`config.mk`:
```
export PLATFORM = sky130hd
export DESIGN_NAME = hdmi_i2c_cfg_seq
export DESIGN_NICKNAME = d
export VERILOG_FILES = /design/src/rtl/hdmi_i2c_cfg_seq.sv
export SDC_FILE = /design/constraint.sdc
export NUM_CORES = 1
export LEC_CHECK = 0
export CAP_MARGIN = 20
export CORE_ASPECT_RATIO = 0.8
export CORE_MARGIN = 3
export CORE_UTILIZATION = 64
export CTS_CLUSTER_DIAMETER = 200
export CTS_CLUSTER_SIZE = 14
export DETAILED_ROUTE_END_ITERATION = 8
export PLACE_DENSITY_LB_ADDON = 0.15
export SYNTH_ARGS = -nofsm -noshare
export SYNTH_HDL_FRONTEND = slang
export SYNTH_SLANG_ARGS = --single-unit
```
`constraint.sdc`:
```
create_clock -name clk -period 4.2 [get_ports clk]
set_input_delay 0.84 -clock clk [delete_from_list [all_inputs] [get_ports clk]]
set_output_delay 0.84 -clock clk [all_outputs]
set_load 0.05 [all_outputs]
```
`src/rtl/hdmi_i2c_cfg_seq.sv`:
```
// HDMI transmitter bring-up sequencer: walks a register table and issues one
// I2C write (addr+W, reg, val) per entry, or a timed delay for reg == 8'hFF.
module hdmi_i2c_cfg_seq #(
    parameter int         CLK_DIV     = 63,
    parameter logic [6:0] DEV_ADDR    = 7'h39,
    parameter int         NUM_ENTRIES = 32,
    parameter int         IDX_W       = 5,
    parameter int         DELAY_UNIT  = 100000
) (
    input  logic             clk,
    input  logic             reset,
    input  logic             start,
    output logic             busy,
    output logic             done,
    output logic             error,
    output logic [IDX_W-1:0] cfg_addr,
    input  logic [15:0]      cfg_data,
    input  logic             scl_in,
    input  logic             sda_in,
    output logic             scl_oe,
    output logic             sda_oe
);

    localparam int DIV_W  = $clog2(CLK_DIV);
    localparam int UNIT_W = (DELAY_UNIT > 1) ? $clog2(DELAY_UNIT) : 1;

    typedef enum logic [2:0] {
        S_IDLE, S_LOAD, S_START, S_BYTE, S_STOP, S_WAIT, S_FIN
    } state_t;

    state_t             state, state_nxt;
    logic [DIV_W-1:0]   div_cnt, div_nxt;
    logic [1:0]         qtr, qtr_nxt;
    logic [3:0]         bit_cnt, bit_nxt;
    logic [1:0]         byte_cnt, byte_nxt;
    logic [7:0]         reg_q, reg_nxt;
    logic [7:0]         val_q, val_nxt;
    logic [UNIT_W-1:0]  unit_cnt, unit_nxt;
    logic [7:0]         tick_cnt, tick_nxt;
    logic               nack_q, nack_nxt;
    logic [IDX_W-1:0]   addr_nxt;
    logic               err_nxt;
    logic               advance;
    logic               qtr_end;
    logic               scl_meta, scl_sync, sda_meta, sda_sync;

    function automatic logic [7:0] pick_byte(input logic [1:0] b, input logic [7:0] r,
                                             input logic [7:0] v);
        logic [7:0] res;
        case (b)
            2'd0:    res = {DEV_ADDR, 1'b0};
            2'd1:    res = r;
            default: res = v;
        endcase
        return res;
    endfunction

    function automatic logic scl_drive(input state_t s, input logic [1:0] q);
        return (s == S_BYTE || s == S_STOP) && !q[1];
    endfunction

    // Bit 8 of each byte is the ACK slot, where SDA is always released.
    function automatic logic sda_drive(input state_t s, input logic [1:0] q,
                                       input logic [3:0] b, input logic [7:0] cur);
        logic res;
        case (s)
            S_START: res = q[1];
            S_BYTE:  res = !b[3] && !cur[~b[2:0]];
            S_STOP:  res = (q != 2'd3);
            default: res = 1'b0;
        endcase
        return res;
    endfunction

    always_ff @(posedge clk or posedge reset) begin
        if (reset) begin
            scl_meta <= 1'b1;
            scl_sync <= 1'b1;
            sda_meta <= 1'b1;
            sda_sync <= 1'b1;
        end else begin
            scl_meta <= scl_in;
            scl_sync <= scl_meta;
            sda_meta <= sda_in;
            sda_sync <= sda_meta;
        end
    end

    assign qtr_end = (div_cnt == DIV_W'(CLK_DIV - 1));

    always_comb begin
        state_nxt = state;
        div_nxt   = div_cnt;
        qtr_nxt   = qtr;
        bit_nxt   = bit_cnt;
        byte_nxt  = byte_cnt;
        reg_nxt   = reg_q;
        val_nxt   = val_q;
        unit_nxt  = unit_cnt;
        tick_nxt  = tick_cnt;
        nack_nxt  = nack_q;
        addr_nxt  = cfg_addr;
        err_nxt   = error;
        advance   = 1'b0;

        case (state)
            S_IDLE: begin
                if (start) begin
                    state_nxt = S_LOAD;
                    addr_nxt  = '0;
                    err_nxt   = 1'b0;
                    nack_nxt  = 1'b0;
                    div_nxt   = '0;
                end
            end
            S_LOAD: begin
                if (div_cnt == '0) begin
                    div_nxt = DIV_W'(1);
                end else begin
                    reg_nxt  = cfg_data[15:8];
                    val_nxt  = cfg_data[7:0];
                    div_nxt  = '0;
                    qtr_nxt  = '0;
                    bit_nxt  = '0;
                    byte_nxt = '0;
                    unit_nxt = '0;
                    tick_nxt = '0;
                    if (cfg_data[15:8] != 8'hFF)
                        state_nxt = S_START;
                    else if (cfg_data[7:0] == 8'h00)
                        advance = 1'b1;
                    else
                        state_nxt = S_WAIT;
                end
            end
            S_START, S_BYTE, S_STOP: begin
                if (!qtr_end) begin
                    div_nxt = div_cnt + DIV_W'(1);
                end else if (qtr == 2'd2 && !scl_sync) begin
                    div_nxt = div_cnt;
                end else begin
                    div_nxt = '0;
                    qtr_nxt = qtr + 2'd1;
                    if (qtr == 2'd3) begin
                        case (state)
                            S_START: begin
                                state_nxt = S_BYTE;
                                bit_nxt   = '0;
                                byte_nxt  = '0;
                            end
                            S_BYTE: begin
                                if (bit_cnt != 4'd8) begin
                                    bit_nxt = bit_cnt + 4'd1;
                                end else if (sda_sync) begin
                                    nack_nxt  = 1'b1;
                                    err_nxt   = 1'b1;
                                    state_nxt = S_STOP;
                                end else if (byte_cnt == 2'd2) begin
                                    state_nxt = S_STOP;
                                end else begin
                                    byte_nxt = byte_cnt + 2'd1;
                                    bit_nxt  = '0;
                                end
                            end
                            default: advance = 1'b1;
                        endcase
                    end
                end
            end
            S_WAIT: begin
                if (unit_cnt == UNIT_W'(DELAY_UNIT - 1)) begin
                    unit_nxt = '0;
                    if (tick_cnt == val_q - 8'd1)
                        advance = 1'b1;
                    else
                        tick_nxt = tick_cnt + 8'd1;
                end else begin
                    unit_nxt = unit_cnt + UNIT_W'(1);
                end
            end
            S_FIN:   state_nxt = S_IDLE;
            default: state_nxt = S_IDLE;
        endcase

        // A NACK skips the rest of the table; cfg_addr then names the failing entry.
        if (advance) begin
            if (nack_q || cfg_addr == IDX_W'(NUM_ENTRIES - 1)) begin
                state_nxt = S_FIN;
            end else begin
                addr_nxt  = cfg_addr + IDX_W'(1);
                state_nxt = S_LOAD;
                div_nxt   = '0;
            end
        end
    end

    // Pad and status outputs are registered from next-state values so they
    // track the state exactly without combinational glitches on the bus.
    always_ff @(posedge clk or posedge reset) begin
        if (reset) begin
            state    <= S_IDLE;
            div_cnt  <= '0;
            qtr      <= '0;
            bit_cnt  <= '0;
            byte_cnt <= '0;
            reg_q    <= '0;
            val_q    <= '0;
            unit_cnt <= '0;
            tick_cnt <= '0;
            nack_q   <= 1'b0;
            cfg_addr <= '0;
            error    <= 1'b0;
            busy     <= 1'b0;
            done     <= 1'b0;
            scl_oe   <= 1'b0;
            sda_oe   <= 1'b0;
        end else begin
            state    <= state_nxt;
            div_cnt  <= div_nxt;
            qtr      <= qtr_nxt;
            bit_cnt  <= bit_nxt;
            byte_cnt <= byte_nxt;
            reg_q    <= reg_nxt;
            val_q    <= val_nxt;
            unit_cnt <= unit_nxt;
            tick_cnt <= tick_nxt;
            nack_q   <= nack_nxt;
            cfg_addr <= addr_nxt;
            error    <= err_nxt;
            busy     <= (state_nxt != S_IDLE);
            done     <= (state_nxt == S_FIN);
            scl_oe   <= scl_drive(state_nxt, qtr_nxt);
            sda_oe   <= sda_drive(state_nxt, qtr_nxt, bit_nxt,
                                  pick_byte(byte_nxt, reg_nxt, val_nxt));
        end
    end

endmodule

```
### Yosys cells after proc, flatten, opt, wreduce, memory -nomap -nowiden

Index checks and enable logic that the tools add are counted.
W data, S select, Z words.

| word-level totals | value |
|---|---|
| bits in registers | 72 |
| bits of input ports | 21 |
| output and inout bits | 10 |

| cells by class | value |
|---|---|
| $add $sub $neg | 8 |
| magnitude comparators | 1 |
| equality and inequality tests | 30 |
| mux-type cells | 80 |
| bitwise logic cells | 1 |
| reduce and logical (&&, ||, !) cells | 21 |

Operators by type and width:

| cell | number |
|---|---|
| $mux W8 | 7 |
| $mux W3 | 12 |
| $mux W17 | 2 |
| $pmux W17 S2 | 1 |
| $pmux W8 S2 | 2 |
| $mux W6 | 5 |
| $mux W4 | 7 |
| $ne A2 B2 Y1 const B | 11 |
| $mux W2 | 10 |
| $mux W5 | 4 |
| $mux W1 | 18 |
| $pmux W6 S3 | 1 |
| $add A17 B1 Y17 const B | 1 |
| $eq A17 B17 Y1 const B | 1 |
| $pmux W4 S2 | 2 |
| $eq A3 B2 Y1 const B | 4 |
| $eq A3 B3 Y1 const B | 4 |
| $pmux W2 S2 | 3 |
| $pmux W3 S4 | 1 |
| $add A8 B1 Y8 const B | 1 |
| $eq A8 B8 Y1 | 1 |
| $logic_not A8 Y1 | 1 |
| $ne A8 B8 Y1 const B | 1 |
| $reduce_and A8 Y1 | 1 |
| other kinds (29) | 40 |

### Depth between registers and ports, before layout

Gate-level depths: netlist of the first run.

| logic depth | value |
|---|---|
| depth after elaboration | 16 |
| mapped depth | 12 |
| mapped depth without buffers | 11 |

### Worst setup path after synthesis of the first run

OpenSTA, ideal clock, no wires.

| timing | value |
|---|---|
| path type | input-to-reg |
| start | in cfg_data[2] |
| end | reg cfg_addr[3] |
| setup time | 0.121 ns |
| arrival | 2.548 ns |
| data required time | 4.079 ns |
| slack | 1.531 ns |
| cell stages on the path | 9 |
| path buffers | 1 |
| cells stage by stage | or4_1 > nor2_1 > and3_1 > a41oi_1 > o31ai_4 > and2_4 > buf_8 > mux2_4 > a22o_1 |

| on the way | value |
|---|---|
| word-level cells in the longest chain between the ends | 6 |

RTL lines:

| element | line | source |
|---|---|---|
| start, declared | 17 | `input logic [15:0] cfg_data,` |
| $logic_not A8 Y1 | 130 | `else if (cfg_data[7:0] == 8'h00)` |
| $mux W1 | 130 |  |
| $mux W1 | 128 | `if (cfg_data[15:8] != 8'hFF)` |
| $mux W1 | 117 | `if (div_cnt == '0) begin` |
| $pmux W1 S3 | 106 | `case (state)` |
| $mux W5 | 186 | `if (advance) begin` |
| named net addr_nxt[3] | 41 | `logic [IDX_W-1:0] addr_nxt;` |
| end signal, assigned | 228 | `cfg_addr <= addr_nxt;` |
| end, declared | 16 | `output logic [IDX_W-1:0] cfg_addr,` |

The timed path passes the listed nets, and every way through them passes these cells.
A chain may end at the register's enable or synchronous reset.

### Worst setup path in the final report of the first run

| timing | value |
|---|---|
| start | reg state[0] |
| end | reg sda_oe |

| on the way | value |
|---|---|
| word-level cells in the longest chain between the ends | 13 |
| elaborated cells between the ends (all ways) | 53 |
| those cells by class | eq/ne (10); mux (35); bitwise (1); reduce/logical (7) |

RTL lines:

| element | line | source |
|---|---|---|
| start, declared | 31 | `state_t state, state_nxt;` |
| start signal, assigned | 218 | `state <= state_nxt;` |
| $eq A3 B2 Y1 | 106, 145 |  |
| $pmux W2 S2 | 145 | `case (state)` |
| $mux W2 | 144 | `if (qtr == 2'd3) begin` |
| $mux W2 | 139 | `end else if (qtr == 2'd2 && !scl_sync) begin` |
| $mux W2 | 137 | `if (!qtr_end) begin` |
| $pmux W2 S2 (*) | 106 |  |
| named net byte_nxt[1] | 35 | `logic [1:0] byte_cnt, byte_nxt;` |
| $eq A2 B1 Y1 / $logic_not A2 Y1 (equally long branches) | 50 | `case (b)` |
| $pmux W8 S2 (*) | 50 |  |
| $bmux W1 S3 (*) | 68 | `S_BYTE: res = !b[3] && !cur[~b[2:0]];` |
| $mux W1 (implied by the code) (*) | 68 |  |
| $logic_not A1 Y1 (*) | 68 |  |
| $logic_and A1 B1 Y1 (*) | 68 |  |
| $pmux W1 S3 (*) | 66 | `case (s)` |
| end signal, assigned | 233 | `sda_oe <= sda_drive(state_nxt, qtr_nxt, bit_nxt,` |
| end, declared | 21 | `output logic sda_oe` |

Mark *: on every way through the listed nets, which the timed path passes. The rest lies on a longest branch. The select of a mux whose other input is x is not followed.

==> results_dict.tcl, run 1 <==
set metrics [dict create \
    dr.pass1.iters 4 \
    pwr-share-comb 0.030 \
    worst-setup-path-type "reg2reg" \
    synthDistinctLibCells 75 \
    p_int_mw 0.944 \
    dp_hpwl_mm 7.29 \
    end_kind "flip-flop" \
    cap_violations 0 \
    die_y_um 79.3 \
    final-max-slew-violation-count 0 \
    fin_nets 542 \
    final_area_mm2 0.00484 \
    stdcell_count 596 \
    clk_latency_ns 0.34 \
    clk_path_buf_depth 2 \
    grt_first_pass_wirelength_mm 16.6 \
    fmax_mhz 327 \
    fin_crit_ns 3.06 \
    gp_congestion 0.871 \
    async_flop_share 1.00 \
    fillCellCount 463 \
    grt_max_degree 37 \
    synth_edf_count 0 \
    dr_total_vias 3628 \
    power.density_mw_per_mm2 250 \
    outcome "complete, no violations" \
    viasPerCell 6.09 \
    seq_area_frac_synth 0.420 \
    num_io_pins 31 \
    synth_nets 510 \
    port-buffer-count 30 \
    rows 26 \
    cp-startpoint "state[0]" \
    sw_frac_of_total 0.219 \
    synth_area_mm2 0.00430 \
    cts.sink_count 72 \
    hold_class "reg2reg" \
    htree_levels 3 \
    core-area_mm2 0.00644 \
    final_layout_size_suffix_gt1_frac 0.0938 \
    die_area_mm2 0.00775 \
    cp.required_ns 4.48 \
    syn_avg_cell_area_um2 9.06 \
    worstReg2RegStart "state[0]" \
    cp_cell_sequence "nand2b_1, a211o_1, nand3_2, and2_1, inv_4, nor4_2, nor3_1, a211oi_1, a211o_1" \
    post-route-period-util 0.728 \
    tritoncts "yes" \
    totalWireLength_mm 9.73 \
    static-leakage-power_nw 2.04 \
    crit_fanout 18 \
    syn2layout_area_growth_pct 12.5 \
    ys_ff_latch 72 \
    min_from "scl_meta" \
    finalHoldViolations 0 \
    slowest_delay_ns 0.73 \
    ctsHoldBuffers 0 \
    initial_core_util 0.668 \
    slew_headroom 0.528 \
    tns_ns 0 \
    finalSetupViolCount 0 \
    final_core_utilization 0.752 \
    antenna_cells 0 \
    wl_per_cell_um 16.3 \
    ys_warn_count 0 \
    ctsResizeCount 0 \
    drcViolationCount 0 \
    overflow 0 \
    crit_arrival_ns 3.33 \
    rsz0062_at_grt "no" \
    post_cts_buffers 0 \
    cts-buffers-inserted 9 \
    p_clk_frac 0.393 \
    irDropWorstVdd_mv 0.228 \
    dpl.cell_count 580 \
    die_w_um 97.7 \
    ys.flop_type "dfrtp_1" \
    p_seq_frac 0.577 \
    critPathMostFrequentCell "a211o_1" \
    power.switching_mw 0.265 \
    grt_pass1_vias 3585 \
    setup.worst_path.start_class "flip-flop" \
    grt_usage 0.264 \
    dr.first_iter.drc_count 225 \
    clk_pin_slew_ns 0.07 \
    placed_area_mm2 0.00468 \
    holdWs_ns 0.357 \
    antenna_found_initial 0 \
    finClkSkew_ns 0.0106 \
    cts_root_buf "clkbuf_8" \
    drtAntennaViolNets 0 \
    critPathSlowestCell "dfrtp_1" \
    syn_inst 475 \
    tightest_slew_ns 0.706 \
]
## layout make-up
cell class,instances,area [um^2],area share
Multi-Input combinational cell,364,2330,0.481
Timing Repair Buffer,34,330,0.0682
Clock inverter,3,17.5,0.00362
Inverter,26,103,0.0212
Tap cell,84,105,0.0217
Sequential cell,72,1810,0.373
Clock buffer,13,149,0.0307
## path summary, 6_finish.rpt
path | cells past startpoint | endpoint | slack, ns
worst min register to register | 0 | scl_sync | 0.36
max in group asynchronous | 3 | scl_sync | 2.49
worst max-delay path | 9 | sda_oe | 1.14
min in group asynchronous | 2 | unit_cnt[8] | 0.94
worst min-delay path | 0 | scl_sync | 0.36
worst max register to register | 9 | sda_oe | 1.14
## critical path: cells and delay by family, from the launching register on
kind	cells	cell delay, ns
simple gates	5	1.16
flops	1	0.73
compound gates	3	1.02
buf+inv	1	0.08
## power by group through the flow
stage	clock [mW]	sequential, mW	combinational (mW)
2_1_floorplan	0	0.710	0.0113
3_3_place_gp	0	0.711	0.0366
3_5_place_dp	0	0.711	0.0377
4_1_cts	0.486	0.697	0.0377
5_1_grt	0.513	0.697	0.0408
6_report	0.475	0.697	0.0367
## placed cells by master (no fill, tap or decap), types with 4 or more instances in the layout
master | Yosys | routed
dfrtp_1 | 68 | 68
a22oi_1 | 4 | 4
clkbuf_8 | 0 | 10
nor3_1 | 13 | 13
and3_1 | 5 | 5
clkdlybuf4s50_1 | 0 | 30
buf_4 | 1 | 4
nand4_1 | 8 | 8
a21o_1 | 5 | 5
xor2_1 | 10 | 10
inv_1 | 24 | 23
nor4_1 | 6 | 6
o21ai_0 | 31 | 31
nand2_1 | 70 | 70
xnor2_1 | 13 | 13
dfstp_2 | 4 | 4
mux2i_1 | 7 | 7
o211ai_1 | 4 | 4
nor2_1 | 50 | 50
ha_1 | 14 | 14
nor2b_1 | 4 | 4
nand3b_1 | 5 | 5
or3_1 | 4 | 4
nand3_1 | 25 | 25
a21oi_1 | 17 | 17
## per-layer routing
layer	up-vias	global-route usage	part of all wire
met3	10	0.0711	0.060
met5	-	0	0
met2	121	0.429	0.48
li1	1760	-	-
met4	0	0.0553	0.0078
met1	1737	0.360	0.46
## stage by stage
stage / total power, mW / setup slack (ns)
final: 1.21 / 1.14
after global routing: 1.25 / 0.903
after CTS: 1.22 / 1.20
after detailed placement: 0.748 / 0.889
after global placement: 0.747 / 0.940
after floorplan: 0.722 / 1.53
## Yosys cell counts, types with 6 or more instances
cell	count	area (um^2)
nor2_1	50	188
nand3_1	25	125
ha_1	14	175
inv_1	24	90.1
nand2_1	70	263
nand4_1	8	50.1
a21oi_1	17	85.1
nor3_1	13	65.1
xor2_1	10	87.6
dfrtp_1	68	1700
o21ai_0	31	155
clkbuf_1	6	22.5
nor4_1	6	37.5
mux2i_1	7	70.1
xnor2_1	13	114
## cell families after synthesis
group,count (synthesis),synth area share
AO/OA/AOI/OAI,101,0.167
XOR/XNOR,23,0.0468
adder cells (fa/ha/maj),14,0.0407
buffers and inverters,39,0.0413
flip-flops,72,0.420
multiplexers,9,0.0224
AND/OR/NAND/NOR,217,0.262
## sequential cells by signal (all words and copies together) (netlist names)
signal    count
bit_cnt       4
busy          1
byte_cnt      2
cfg_addr      5
div_cnt       6
done          1
nack_q        1
qtr           2
reg_q         8
scl_meta      1
scl_oe        1
scl_sync      1
sda_meta      1
sda_oe        1
sda_sync      1
state         3
tick_cnt      8
unit_cnt     17
val_q         8
No activity file was read; power rests on OpenSTA's default activity.
==> inputs of run 2 (changes only) <==
--- a/config.mk
+++ b/config.mk
@@ -8,7 +8,7 @@
 export CAP_MARGIN = 20
 export CORE_ASPECT_RATIO = 0.8
 export CORE_MARGIN = 3
-export CORE_UTILIZATION = 64
+export CORE_UTILIZATION = 53
 export CTS_CLUSTER_DIAMETER = 200
 export CTS_CLUSTER_SIZE = 14
 export DETAILED_ROUTE_END_ITERATION = 8
==> constraint.sdc (replaced) <==
create_clock -name clk -period 2.65 [get_ports clk]
set_input_delay 0.53 -clock clk [delete_from_list [all_inputs] [get_ports clk]]
set_output_delay 0.53 -clock clk [all_outputs]
set_load 0.05 [all_outputs]
==> run 2 against run 1 <==
Net effect: global-route usage down 0.91 points; worst setup slack worse by 1.1 ns; highest routed layer unchanged; design area up 13%; clock-buffer cell count up 1; die area up 19%; non-clock buffer count up 57.
==> results_dict.tcl, run 2 (synthesis results as in run 1) <==
set metrics [dict create \
    gp_congestion 0.883 \
    largest_reg_flops 17 \
    cts-buffers-inserted 9 \
    dr.pass1.iters 7 \
    sw_frac_of_total 0.210 \
    port-buffer-count 30 \
    setup_ws_ns 0.00524 \
    dp_hpwl_mm 8.21 \
    tritoncts "yes" \
    rsz0062_at_grt "yes" \
    cts.sink_count 72 \
    die_area_mm2 0.00924 \
    slew_headroom 0.663 \
    final_layout_size_suffix_gt1_frac 0.221 \
    wl_per_cell_um 16.7 \
    power.switching_mw 0.433 \
    cp_cell_sequence "or4_1, or3_1, nand3_2, a31oi_4, o31ai_4, and2_4, mux2_4, a22o_1" \
    min_path_cells 0 \
    critPathSlowestCell "or4_1" \
    finalHoldViolations 0 \
    initial_core_util 0.563 \
    crit_fanout 5 \
    cp.required_ns 2.89 \
    fin_crit_ns 2.64 \
    power.density_mw_per_mm2 375 \
    p_clk_frac 0.431 \
    cts_root_buf "clkbuf_8" \
    clk_pin_slew_ns 0.08 \
    rr_worst_depth 8 \
    drcViolationCount 0 \
    hold_class "reg2reg" \
    worst-setup-path-type "reg2reg" \
    syn2layout_area_growth_pct 27.6 \
    htree_levels 3 \
    cap_violations 0 \
    antenna_found_initial 0 \
    dr_total_vias 3916 \
    finalSetupViolCount 0 \
    critPathTopFamily "simple AND/OR/NAND/NOR gates" \
    end_kind "flip-flop" \
    num_io_pins 31 \
    crit_arrival_ns 2.88 \
    post-route-period-util 0.998 \
    outcome "complete, no violations" \
    dpl_worst_slack_ns -0.197 \
    top_register "unit_cnt" \
    viasPerCell 5.81 \
    holdWs_ns 0.360 \
    drtAntennaViolNets 0 \
    setup.worst_path.start_class "flip-flop" \
    cp_num_cells 8 \
    path_buf_inv 0 \
    clk_path_buf_depth 2 \
    tightest_slew_ns 0.501 \
    die_y_um 86.6 \
    pwr-share-comb 0.031 \
    fin_nets 599 \
    stdcell_count 674 \
    finClkSkew_ns 0.0153 \
    overflow 0 \
    dpl.cell_count 652 \
    rows 28 \
    fmax_mhz 378 \
    grt_pass1_vias 3796 \
    p_seq_frac 0.538 \
    static-leakage-power_nw 2.34 \
    die_w_um 107 \
    clk_latency_ns 0.36 \
    grt_first_pass_wirelength_mm 18.5 \
    totalWireLength_mm 11.2 \
    layout_commonest_cell "nand2_1" \
    dr.first_iter.drc_count 268 \
    final_cell_mix "nand2_1 (68), dfrtp_1 (66), buf_4 (58)" \
    p_int_mw 1.63 \
    ctsHoldBuffers 0 \
    grt_usage 0.255 \
    final-max-slew-violation-count 0 \
    irDropWorstVdd_mv 0.261 \
    core-area_mm2 0.00764 \
    slowest_delay_ns 0.58 \
    grt_max_degree 31 \
    antenna_cells 0 \
]
==> run 2: cell type report <==
type,count,area [um^2]
fillers,598,2150
flip-flops and latches,72,1810
clock buffers,14,163
clock inverters,2,37.5
well taps,105,131
inverters,26,105
repair buffers,91,787
multi-input cells,364,2460
==> run 2: stage by stage <==
| stage | util | setup TNS [ns] | power [mW] | instance area [um^2] |
|---|---|---|---|---|
| after global routing | 0.719 | -0.211 | 2.14 | 5490 |
| after CTS | 0.699 | 0 | 2.08 | 5340 |
| final | 0.719 | 0 | 2.06 | 5490 |
| after global placement | 0.670 | -0.298 | 1.19 | 5110 |
| after detailed placement | 0.670 | -0.725 | 1.19 | 5110 |
| after floorplan | - | 0 | 1.14 | 4310 |
==> run 2: power by group through the flow <==
stage	Sequential [mW]	Combinational [mW]	Clock [mW]
after floorplan	1.13	0.0179	0
after global placement	1.13	0.0638	0
after detailed placement	1.13	0.0654	0
after CTS	1.11	0.0655	0.909
after global routing	1.11	0.0701	0.962
final	1.11	0.0642	0.887
==> run 2: worst register-to-register path, stage by stage, from the launching register on <==
cell	delay, ns
dfrtp_2	0.48
or4_1	0.58
or3_1	0.36
nand3_2	0.11
a31oi_4	0.14
o31ai_4	0.22
and2_4	0.19
mux2_4	0.29
a22o_1	0.17
==> run 2: metal layers <==
layer  wire length, um  global-route usage  vias to the layer above
met5                 0                   0                        -
met4               207              0.0801                        0
met3               548              0.0685                       24
met2              5290               0.395                      104
met1              5210               0.353                     1901
li1                  -                   -                     1887
==> run 2: what timing repair did <==
action,4_1_cts,5_1_grt
resized for setup,4,26
pin swaps,2,11
buffers inserted,1,5
setup endpoints to repair,2,8
==> run 2: path summary, 6_finish.rpt <==
kind | start | slack [ns] | endpoint
max | val_q[3] | 0.005 | cfg_addr[3]
min | scl_meta | 0.36 | scl_sync
max reg2reg | val_q[3] | 0.005 | cfg_addr[3]
min reg2reg | scl_meta | 0.36 | scl_sync
max in group asynchronous | reset | 1.58 | scl_sync
min in group asynchronous | reset | 0.46 | unit_cnt[4]
==> inputs of run 3 (changes only) <==
--- a/config.mk
+++ b/config.mk
@@ -5,12 +5,13 @@
 export SDC_FILE = /design/constraint.sdc
 export NUM_CORES = 1
 export LEC_CHECK = 0
+export ABC_AREA = 1
 export CAP_MARGIN = 20
 export CORE_ASPECT_RATIO = 0.8
 export CORE_MARGIN = 3
-export CORE_UTILIZATION = 53
+export CORE_UTILIZATION = 54
 export CTS_CLUSTER_DIAMETER = 200
-export CTS_CLUSTER_SIZE = 14
+export CTS_CLUSTER_SIZE = 20
 export DETAILED_ROUTE_END_ITERATION = 8
 export PLACE_DENSITY_LB_ADDON = 0.15
 export SYNTH_ARGS = -nofsm -noshare
==> constraint.sdc (replaced) <==
create_clock -name clk -period 2.65 [get_ports clk]
set_input_delay 0.795 -clock clk [delete_from_list [all_inputs] [get_ports clk]]
set_output_delay 0.795 -clock clk [all_outputs]
set_load 0.05 [all_outputs]
==> run 3 against run 2 <==
Net effect: sequential share of layout area up 1.4 points; non-clock buffer count shrank 51; core utilization shrank 7.2 points; combinational power grew to 33 times the previous value; largest cell class unchanged; largest power group is now combinational logic; highest routed layer unchanged.
==> results_dict.tcl, run 3 <==
set metrics [dict create \
    outcome "complete, no violations" \
    stdcell_count 767 \
    cts-buffers-inserted 9 \
    synthDistinctLibCells 53 \
    worstHoldEndpoint "scl_sync" \
    htree_levels 3 \
    synth_edf_count 0 \
    fin_crit_ns 2.40 \
    irDropWorstVdd_mv 0.672 \
    power.density_mw_per_mm2 839 \
    async_flop_share 1.00 \
    cp.required_ns 1.86 \
    dp_hpwl_mm 7.96 \
    tritoncts "yes" \
    post-route-period-util 0.906 \
    finClkSkew_ns 0.0134 \
    synth_most_common_cell "nand2_1" \
    drtAntennaViolNets 0 \
    layout_commonest_cell "nand2_1" \
    cts.sink_count 72 \
    largest_reg_flops 17 \
    syn_avg_cell_area_um2 7.56 \
    top_register "unit_cnt" \
    min_from "scl_meta" \
    synthTopCellsByCount "nand2_1 (136), inv_1 (85), dfrtp_1 (68)" \
    ys.flop_type "dfrtp_1" \
    clk_path_buf_depth 2 \
    wl_per_cell_um 13.3 \
    tns_ns 0 \
    fillCellCount 725 \
    gp_congestion 0.899 \
    fin_nets 689 \
    final_core_utilization 0.647 \
    dpl.cell_count 751 \
    slew_headroom 0.665 \
    synthTopCellsByArea "dfrtp_1 (37%), nand2_1 (11%), inv_1 (6.9%), nand3_1 (6.0%), nor2_1 (4.4%)" \
    finalHoldViolations 0 \
    worst-setup-path-type "reg2out" \
    critPathSlowestCell "clkdlybuf4s50_1" \
    die_area_mm2 0.00968 \
    cp_cell_sequence "clkdlybuf4s50_1" \
    totalWireLength_mm 10.2 \
    reg2reg_slack_ns 0.32 \
    final_cell_mix "nand2_1 (136), inv_1 (84), dfrtp_1 (68)" \
    overflow 0 \
    syn2layout_area_growth_pct 14.2 \
    die_y_um 88.6 \
    crit_fanout 5 \
    final-max-slew-violation-count 0 \
    rr_worst_depth 15 \
    setup.worst_path.start_class "flip-flop" \
    cts_root_buf "clkbuf_8" \
    grt_pass1_vias 3804 \
    initial_core_util 0.567 \
    end_kind "output port" \
    placed_area_mm2 0.00509 \
    holdWs_ns 0.359 \
    core-area_mm2 0.00813 \
    dr.first_iter.drc_count 352 \
    hold_class "reg2reg" \
    clk_latency_ns 0.35 \
    yosys.area.top_type "dfrtp_1" \
    grt_first_pass_wirelength_mm 17.4 \
    finalSetupViolCount 0 \
    slowest_delay_ns 0.84 \
    die_w_um 109 \
    dr_total_vias 4091 \
    grt_usage 0.227 \
    synth_nets 644 \
    grt_max_degree 23 \
    synth.top_cell.area_share 0.369 \
    port-buffer-count 30 \
    static-leakage-power_nw 2.50 \
    crit_arrival_ns 1.61 \
    dr.pass1.iters 5 \
    drcViolationCount 0 \
    tightest_slew_ns 0.500 \
    dpl_worst_slack_ns -0.0133 \
    clk_pin_slew_ns 0.07 \
    final_area_mm2 0.00526 \
    synth_area_mm2 0.00461 \
    syn_inst 609 \
    final_layout_size_suffix_gt1_frac 0.126 \
    min_path_cells 0 \
    seq_area_frac_synth 0.392 \
    ys_warn_count 0 \
    antenna_cells 0 \
    rsz0062_at_grt "no" \
    total_power_mw 4.41 \
    ctsResizeCount 0 \
    ys_ff_latch 72 \
    cap_violations 0 \
    antenna_found_initial 0 \
    setup_ws_ns 0.249 \
    num_io_pins 31 \
    timing.rr.end "sda_oe" \
    viasPerCell 5.33 \
    path_buf_inv 1 \
    critPathTopFamily "buffers and inverters" \
    rows 29 \
    ctsHoldBuffers 0 \
    worstReg2RegStart "div_cnt[0]" \
    post_cts_buffers 0 \
    fmax_mhz 416 \
]
[run 3: cell types whose count changed after synthesis, sizes merged, moves of 6 or more]
| cell | change |
|---|---|
| mux2i | -6 |
| xnor2 | -11 |
| nand3 | +32 |
| nand2 | +79 |
| a21oi | +14 |
| nor2 | +12 |
| inv | +69 |
[run 3: final cells by class]
type / instances / area, um^2 / share of cell area
Multi-Input combinational cell: 435 / 2380 / 0.453
Inverter: 96 / 367 / 0.0697
Timing Repair Buffer: 40 / 400 / 0.0761
Sequential cell: 72 / 1810 / 0.343
Clock buffer: 13 / 149 / 0.0283
Tap cell: 108 / 135 / 0.0257
Clock inverter: 3 / 18.8 / 0.00357
[run 3: how the worst max path moves through the flow]
stage,from,end,slack [ns],depth (start not counted)
3_5_place_dp,cfg_data[9],sda_oe,-0.01,17
6_report,cfg_addr[0],cfg_addr[0],0.25,1
5_1_grt,div_cnt[0],sda_oe,0.07,15
2_1_floorplan,reset,bit_cnt[0],0.04,1
4_1_cts,cfg_addr[0],cfg_addr[0],0.23,1
3_3_place_gp,cfg_data[8],sda_oe,0.02,16
[run 3: layer usage]
metal	up-vias	wire length, um	GRT usage
li1	2083	-	-
met1	1914	5020	0.318
met2	87	4640	0.356
met3	7	442	0.0569
met4	0	97	0.0566
met5	-	0	0
[run 3: logic make-up after synthesis]
kind of cell               after synthesis  share of synthesized area
buffers and inverters                  102                     0.0904
DFF                                     72                      0.392
xor gates and xnor gates                17                     0.0323
muxes                                    1                    0.00217
adders and majority gates               14                     0.0380
AOI/OAI and AO/OA                       85                      0.110
and+or+nand+nor                        318                      0.335
[run 3: where the power goes]
| group | total, mW | internal (mW) | switching (mW) |
|---|---|---|---|
| logic | 2.13 | 0.690 | 1.44 |
| clock network | 0.768 | 0.365 | 0.402 |
| registers | 1.52 | 1.33 | 0.189 |
